`src/rtl/sub_pkg.sv`:
```
`default_nettype none
//============================================================================
// Module      : sub_pkg
// Description : Shared constants and FSM state encoding for the bit-serial
//               subtractor.
// Revision    : 1.0 - initial release
//============================================================================
package sub_pkg;

    // Default operand/result width of the serial subtractor.
    localparam int c_width_default = 10;

    // Control FSM states: waiting for operands, shifting bits, holding result.
    typedef enum logic [1:0] {
        IDLE = 2'd0,
        RUN  = 2'd1,
        DONE = 2'd2
    } state_t;

endpackage : sub_pkg
`default_nettype wire

```
`src/rtl/full_subtractor.sv`:
```
`default_nettype none
//============================================================================
// Module      : full_subtractor
// Description : One-bit combinational full subtractor (a - b - bin).
// Revision    : 1.0 - initial release
//============================================================================
module full_subtractor (
    input  logic a,
    input  logic b,
    input  logic bin,
    output logic diff,
    output logic bout
);

    // Difference bit and borrow generation for a single bit position.
    always_comb begin
        diff = a ^ b ^ bin;
        bout = (~a & b) | (~a & bin) | (b & bin);
    end

endmodule : full_subtractor
`default_nettype wire

```
`src/rtl/serial_sub10.sv`:
```
`default_nettype none
//============================================================================
// Module      : serial_sub10
// Description : Bit-serial unsigned subtractor, LSB first, one bit per clock,
//               with valid/ready handshakes on operands and result.
// Revision    : 1.0 - initial release
//============================================================================
module serial_sub10
    import sub_pkg::*;
#(
    parameter int WIDTH = c_width_default
) (
    input  logic             clk,
    input  logic             rst_n,
    input  logic             in_valid,
    output logic             in_ready,
    input  logic [WIDTH-1:0] A,
    input  logic [WIDTH-1:0] B,
    input  logic             Bin,
    output logic             out_valid,
    input  logic             out_ready,
    output logic [WIDTH-1:0] Diff,
    output logic             Bout,
    output logic             busy
);

    localparam int                 c_cnt_w    = (WIDTH > 1) ? $clog2(WIDTH) : 1;
    localparam logic [c_cnt_w-1:0] c_cnt_last = c_cnt_w'(WIDTH - 1);
    localparam logic [c_cnt_w-1:0] c_cnt_one  = c_cnt_w'(1);

    state_t             r_state;
    state_t             w_next_state;
    logic [WIDTH-1:0]   r_a;
    logic [WIDTH-1:0]   r_b;
    logic [WIDTH-1:0]   r_diff;
    logic               r_borrow;
    logic               r_bout;
    logic [c_cnt_w-1:0] r_cnt;

    logic               w_accept;
    logic               w_last;
    logic               w_bit_diff;
    logic               w_bit_bout;

    assign w_accept = (r_state == IDLE) && in_valid;
    assign w_last   = (r_state == RUN) && (r_cnt == c_cnt_last);

    // Operand registers shift right, so the bit being processed is always bit 0.
    full_subtractor u_fs (
        .a    (r_a[0]),
        .b    (r_b[0]),
        .bin  (r_borrow),
        .diff (w_bit_diff),
        .bout (w_bit_bout)
    );

    // State register.
    always_ff @(posedge clk or negedge rst_n) begin
        if (!rst_n) begin
            r_state <= IDLE;
        end else begin
            r_state <= w_next_state;
        end
    end

    // Next-state and handshake/status outputs decoded from the current state.
    always_comb begin
        w_next_state = r_state;
        in_ready     = 1'b0;
        out_valid    = 1'b0;
        busy         = 1'b0;
        case (r_state)
            IDLE: begin
                in_ready = 1'b1;
                if (in_valid) begin
                    w_next_state = RUN;
                end
            end
            RUN: begin
                busy = 1'b1;
                if (w_last) begin
                    w_next_state = DONE;
                end
            end
            DONE: begin
                out_valid = 1'b1;
                // Returning to IDLE here means the earliest re-accept is the next cycle.
                if (out_ready) begin
                    w_next_state = IDLE;
                end
            end
            default: begin
                w_next_state = IDLE;
            end
        endcase
    end

    // Datapath: latch operands on accept, then shift one difference bit in per RUN cycle.
    always_ff @(posedge clk or negedge rst_n) begin
        if (!rst_n) begin
            r_a      <= '0;
            r_b      <= '0;
            r_diff   <= '0;
            r_borrow <= 1'b0;
            r_bout   <= 1'b0;
            r_cnt    <= '0;
        end else begin
            case (r_state)
                IDLE: begin
                    if (w_accept) begin
                        r_a      <= A;
                        r_b      <= B;
                        r_borrow <= Bin;
                        r_cnt    <= '0;
                    end
                end
                RUN: begin
                    r_a      <= {1'b0, r_a[WIDTH-1:1]};
                    r_b      <= {1'b0, r_b[WIDTH-1:1]};
                    r_borrow <= w_bit_bout;
                    // After WIDTH shifts the LSB-first bits have landed in order.
                    r_diff   <= {w_bit_diff, r_diff[WIDTH-1:1]};
                    r_cnt    <= r_cnt + c_cnt_one;
                    if (w_last) begin
                        r_bout <= w_bit_bout;
                    end
                end
                default: begin
                end
            endcase
        end
    end

    assign Diff = r_diff;
    assign Bout = r_bout;

endmodule : serial_sub10
`default_nettype wire

```
`config.mk`:
```
export PLATFORM = sky130hd
export DESIGN_NAME = serial_sub10
export DESIGN_NICKNAME = d
export VERILOG_FILES = /design/src/rtl/sub_pkg.sv /design/src/rtl/full_subtractor.sv /design/src/rtl/serial_sub10.sv
export SDC_FILE = /design/constraint.sdc
export NUM_CORES = 1
export LEC_CHECK = 0
export CAP_MARGIN = 5
export CORE_ASPECT_RATIO = 1.25
export CORE_UTILIZATION = 40
export DETAILED_ROUTE_END_ITERATION = 10
export PLACE_DENSITY_LB_ADDON = 0.12
export SKIP_LAST_GASP = 1
export SYNTH_ARGS = -nofsm -noshare
export SYNTH_HDL_FRONTEND = slang
export SYNTH_HIERARCHICAL = 1
export SYNTH_SLANG_ARGS = --single-unit
```
`constraint.sdc`:
```
create_clock -name clk -period 1.8 [get_ports clk]
set_input_delay 0.36 -clock clk [delete_from_list [all_inputs] [get_ports clk]]
set_output_delay 0.36 -clock clk [all_outputs]
set_load 0.03 [all_outputs]
```
Word-level counts from Yosys, hierarchy flattened
Cells that the tools add are included.
{ "classes": {"add_sub_neg": 1, "reduce_logical": 7, "eq_ne": 7, "n_mux": 15, "n_bitwise": 8} }
{ "op_table": {"columns": ["operator", "count"], "rows": [
  ["10-bit one-hot mux with 2 select lines", 2],
  ["10-bit two-way mux", 2],
  ["2-bit inequality test, second input constant", 4],
  ["4-bit one-hot mux with 2 select lines", 1],
  ["2-bit two-way mux", 3],
  ["2-bit one-hot mux with 3 select lines", 1],
  ["4-bit by 1-bit adder with 4-bit output, second input constant", 1],
  ["4-bit equality test, second input constant", 1],
  ["1-bit two-way mux", 4],
  ["4-bit two-way mux", 1],
  ["2-bit AND reduction", 2],
  ["1-bit AND", 3],
  ["3-bit AND reduction", 1],
  ["2-bit by 1-bit equality test with 1-bit output, second input constant", 1],
  ["2-bit equality test, second input constant", 1],
  ["1-bit logical AND", 2],
  ["2-bit logical NOT", 1],
  ["1-bit bitwise OR", 2],
  ["1-bit one-hot mux with 2 select lines", 1],
  ["2-bit nonzero test", 1],
  ["1-bit bitwise XOR", 2],
  ["1-bit inverter", 1]
]} }
{ "word_totals": {"regBits": 38, "out_inout_bits": 14, "in_bits": 25} }

Longest topological paths before layout
{ "logic_depth": {"word_depth": 5, "ltp_mapped": 6, "depth_no_buf": 5} }

Cells and area by module
The synthesis kept the hierarchy.
{ "by_module_without_submodules": {"columns": ["mod", "cells_each", "seq_area_each_um2", "area_each_um2", "n_inst"], "rows": [
  ["serial_sub10", 175, 950.9, 1737.9, 1],
  ["full_subtractor", 3, 0.0, 27.5, 1]
]} }

Worst setup path after synthesis
Ideal clock, no wire load.
{ "synth_timing": {"path_kind": "reg-to-output", "from": "register r_state[0]", "to": "output in_ready", "path_slack_ns": 0.348, "stages_incl_launch_ff": 4, "t_arrival_ns": 1.092, "required_ns": 1.440, "path_buffers": 2, "cell_sequence": "dfrtp_1 > buf_4 > buf_2 > nor2_1"} }
{ "synth_via": {"elab_chain_cells": 2} }
{ "synth_rtl": {"columns": ["item", "line_no", "rtl"], "rows": [
  ["start, declared", "serial_sub10.sv:31", "state_t r_state;"],
  ["start signal, assigned", "serial_sub10.sv:62", "r_state <= w_next_state;"],
  ["2-bit logical NOT", "serial_sub10.sv:72", "case (r_state)"],
  ["1-bit two-way mux", "serial_sub10.sv:72", null],
  ["end, declared", "serial_sub10.sv:16", "output logic in_ready,"]
]} }
No other way between the ends.

Final worst setup path
{ "layout_timing": {"from": "register r_state[0]", "to": "output busy"} }
{ "layout_via": {"elab_chain_cells": 2} }
{ "layout_rtl": {"columns": ["item", "line_no", "rtl"], "rows": [
  ["2-bit by 1-bit equality test with 1-bit output", "serial_sub10.sv:72", null],
  ["1-bit two-way mux", "serial_sub10.sv:72", null],
  ["end, declared", "serial_sub10.sv:24", "output logic busy"]
]} }
No other way between the ends.

==> impl_metrics.json <==
{
  "outcome": "finished clean",
  "final_area_sq_um": 2340,
  "cp-start-kind": "flip-flop",
  "crit_arrival_ps": 1350,
  "io_buffers": 38,
  "internal-power_w": 0.00227,
  "syn2layout_area_growth_pct": 32.7,
  "final-setup-viol-count": 0,
  "drv_slew": 0,
  "rsz0062_at_grt": "no",
  "drt_wl_total_mm": 3.59,
  "wl_per_cell_microns": 12.8,
  "synth-seq-cells": 38,
  "drc": 0,
  "via_count": 1384,
  "grt.total_usage_pct": 16.8,
  "place_ws_ps": 52.8,
  "synth_cell_types": 27,
  "rows": 26,
  "clk_latency_ps": 290,
  "cts_tree": "done",
  "r2r_end": "r_cnt[3]",
  "p_seq_share_pct": 38.7,
  "tns_ps": 0,
  "reg2reg_from": "r_state[0]",
  "grt_start_max_net_pins": 39,
  "dpl.cell_count": 269,
  "end_kind": "output port",
  "synth_commonest_cells": "53 x nand2_1, 38 x dfrtp_1, 12 x o21ai_1, 11 x o21ai_0, 10 x a22oi_2",
  "max_cap_viol_count": 0,
  "grt.overflow.total": 0,
  "synth_top_area_share_pct": 53.9,
  "placed_area_sq_um": 2200,
  "syn_avg_cell_area_sq_um": 9.92,
  "grt_pass1_vias": 1340,
  "setup_slack_ps": 89.6,
  "die_h_microns": 76.3,
  "p_sw_share_pct": 37.7,
  "first_pass_iters": 5,
  "fin_nets": 252,
  "viasPerCell": 4.93,
  "synth-async-reset-ratio_pct": 100,
  "combPwrFrac_pct": 42.3,
  "initial_utilization_pct": 42.4,
  "ir_drop_mv": 0.800,
  "antenna_found_initial": 0,
  "hp-class": "input port to asynchronous set/reset pin",
  "syn-num-nets": 206,
  "dieArea_sq_um": 4680,
  "dp_hpwl_mm": 2.55,
  "fin_crit_ps": 1710,
  "yosysMostFrequentCell": "nand2_1",
  "synth_edf_count": 0,
  "reg2reg_slack_ps": 370,
  "criticalPathCategory": "flip-flop to output port",
  "clock_skew_ps": 5.68,
  "fillers": 404,
  "syn_inst": 178,
  "slew_headroom_pct": 68.2,
  "worstPathMaxFanout": 25,
  "seq_area_frac_synth_pct": 53.9,
  "p_clk_share_pct": 19.0,
  "reg2reg_depth": 5,
  "synth_flop_cell": "dfrtp_1",
  "p_leak_nw": 1.07,
  "syn_area_sq_um": 1770,
  "root_buffer": "clkbuf_8",
  "clkTransAtPathRegs_ps": 70,
  "hold_viol": 0,
  "drive_gt1_share_pct": 16.0,
  "worst_pin_slew_ps": 477,
  "holdBufCountCts": 0,
  "period_share_pct": 95.0,
  "finalNonFillerCells": 281,
  "max_freq_mhz": 585,
  "p_per_area_nw_per_um2": 1550,
  "ctsHtreeMaxLevel": 2,
  "io-pin-count": 39,
  "cts_buffers": 5,
  "diodes": 0,
  "yosys_warnings": 6,
  "antenna_left": 0,
  "yosys.area.top_type": "dfrtp_1",
  "dieWidth_microns": 61.4,
  "p_sw_w": 0.00137,
  "gp_congestion": 0.737,
  "crit_required_ps": 1440,
  "drtIter0Drc": 27,
  "grt_pass1_wl_mm": 5.84,
  "synth.area.top_cells": "dfrtp_1 54%, nand2_1 11%, a22oi_2 7.1%, a22oi_1 3.8%, o21ai_1 3.4%",
  "clock_path_buffers": 2,
  "cts.sinks": 38,
  "core_area_sq_um": 4160
}
[cell families (layout without fill, tap and decap cells)]
| kind of cell | after synthesis | after routing | synth area share [%] |
|---|---|---|---|
| AND/OR/NAND/NOR | 67 | 67 | 16.8 |
| flip-flops | 38 | 38 | 53.9 |
| adder cells (fa/ha/maj) | 3 | 3 | 2.55 |
| AO/OA/AOI/OAI | 51 | 51 | 20.8 |
| multiplexers | 1 | 1 | 0.638 |
| buffers and inverters | 18 | 65 | 5.31 |
[power by group through the flow]
stage / clock, W / combinational (W) / sequential, W
floorplan: 0 / 0.000785 / 0.00160
CTS: 0.000721 / 0.00151 / 0.00141
finish: 0.000693 / 0.00154 / 0.00141
detailed placement: 0 / 0.00151 / 0.00142
global placement: 0 / 0.00146 / 0.00141
global route: 0.000755 / 0.00172 / 0.00145
[registers in the layout, summed over array words and instances, names as in the netlist]
register,cells
Diff,10
r_b,10
r_cnt,4
r_state,2
r_a,10
r_borrow,1
Bout,1
[layout make-up]
type,instances,area [sq um],area share [%]
Clock buffer,5,68.8,2.94
Clock inverter,3,40.0,1.71
Inverter,7,28.8,1.23
Multi-Input combinational cell,122,721,30.8
Sequential cell,38,951,40.6
Tap cell,56,70.1,2.99
Timing Repair Buffer,50,464,19.8
[layout by cell type, fill, tap and decap left out]
cell type        Yosys  final
nor2_1               1      1
a21oi_1              6      6
buf_6                0      1
buf_2                6      1
nand2b_4             1      1
o21ai_2              1      1
buf_4                2     12
nand3_1              3      3
dlygate4sd2_1        0      2
clkinv_2             0      2
fa_1                 1      1
o21ai_1             12     12
clkdlybuf4s50_1      0     34
ha_1                 2      2
or3_1                1      1
bufinv_16            0      1
and3b_1              1      1
mux2_1               1      1
o21bai_2             1      1
a32o_1               1      1
inv_1                6      6
nor2b_1              2      2
and2b_1              4      4
clkbuf_8             0      5
a22oi_1              9      9
a22oi_2             10     10
inv_4                0      1
o21ai_0             11     11
nor3b_1              1      1
dfrtp_1             38     38
nand2_1             53     53
[routing by layer]
metal  share of wire, %  vias up  wire length (microns)  track usage [%]
li1                   -      694                      -                -
met1                 44      649                   1570             19.9
met2                 50       35                   1800             28.0
met3                4.4        6                    157             4.41
met4                1.7        0                     61             6.67
met5                  0        -                      0                0
[per-stage QoR]
| step | util, % | hold slack (ps) | total power [W] |
|---|---|---|---|
| finish | 56.3 | 110 | 0.00364 |
| global route | 56.3 | 153 | 0.00393 |
| CTS | 55.6 | 124 | 0.00364 |
| detailed placement | 52.9 | 439 | 0.00293 |
| global placement | 52.9 | 431 | 0.00287 |
| floorplan | - | 64.4 | 0.00239 |
[worst max-delay path, cell delays in order, from the launching register on]
cell and delay, ps:
dfrtp_1 380, buf_6 260, nand2b_4 140, inv_4 110
buf_4 160
[how the worst max path moves through the flow]
stage                     slack (ps)        from        to  cells after the start
after global placement           140    in_valid    r_a[8]                      5
after global routing               3  r_state[0]      busy                      4
after floorplan                  350  r_state[0]  in_ready                      3
after CTS                         20  r_state[1]      busy                      4
final                             90  r_state[0]      busy                      4
after detailed placement          50    in_valid    r_b[2]                      5
[timing repair]
item | in CTS | in global routing
endpoints found under the setup margin | 3 | 1
gates resized for setup | 4 | 0
setup buffers | 0 | 4
No activity file was read; power rests on OpenSTA's default activity.
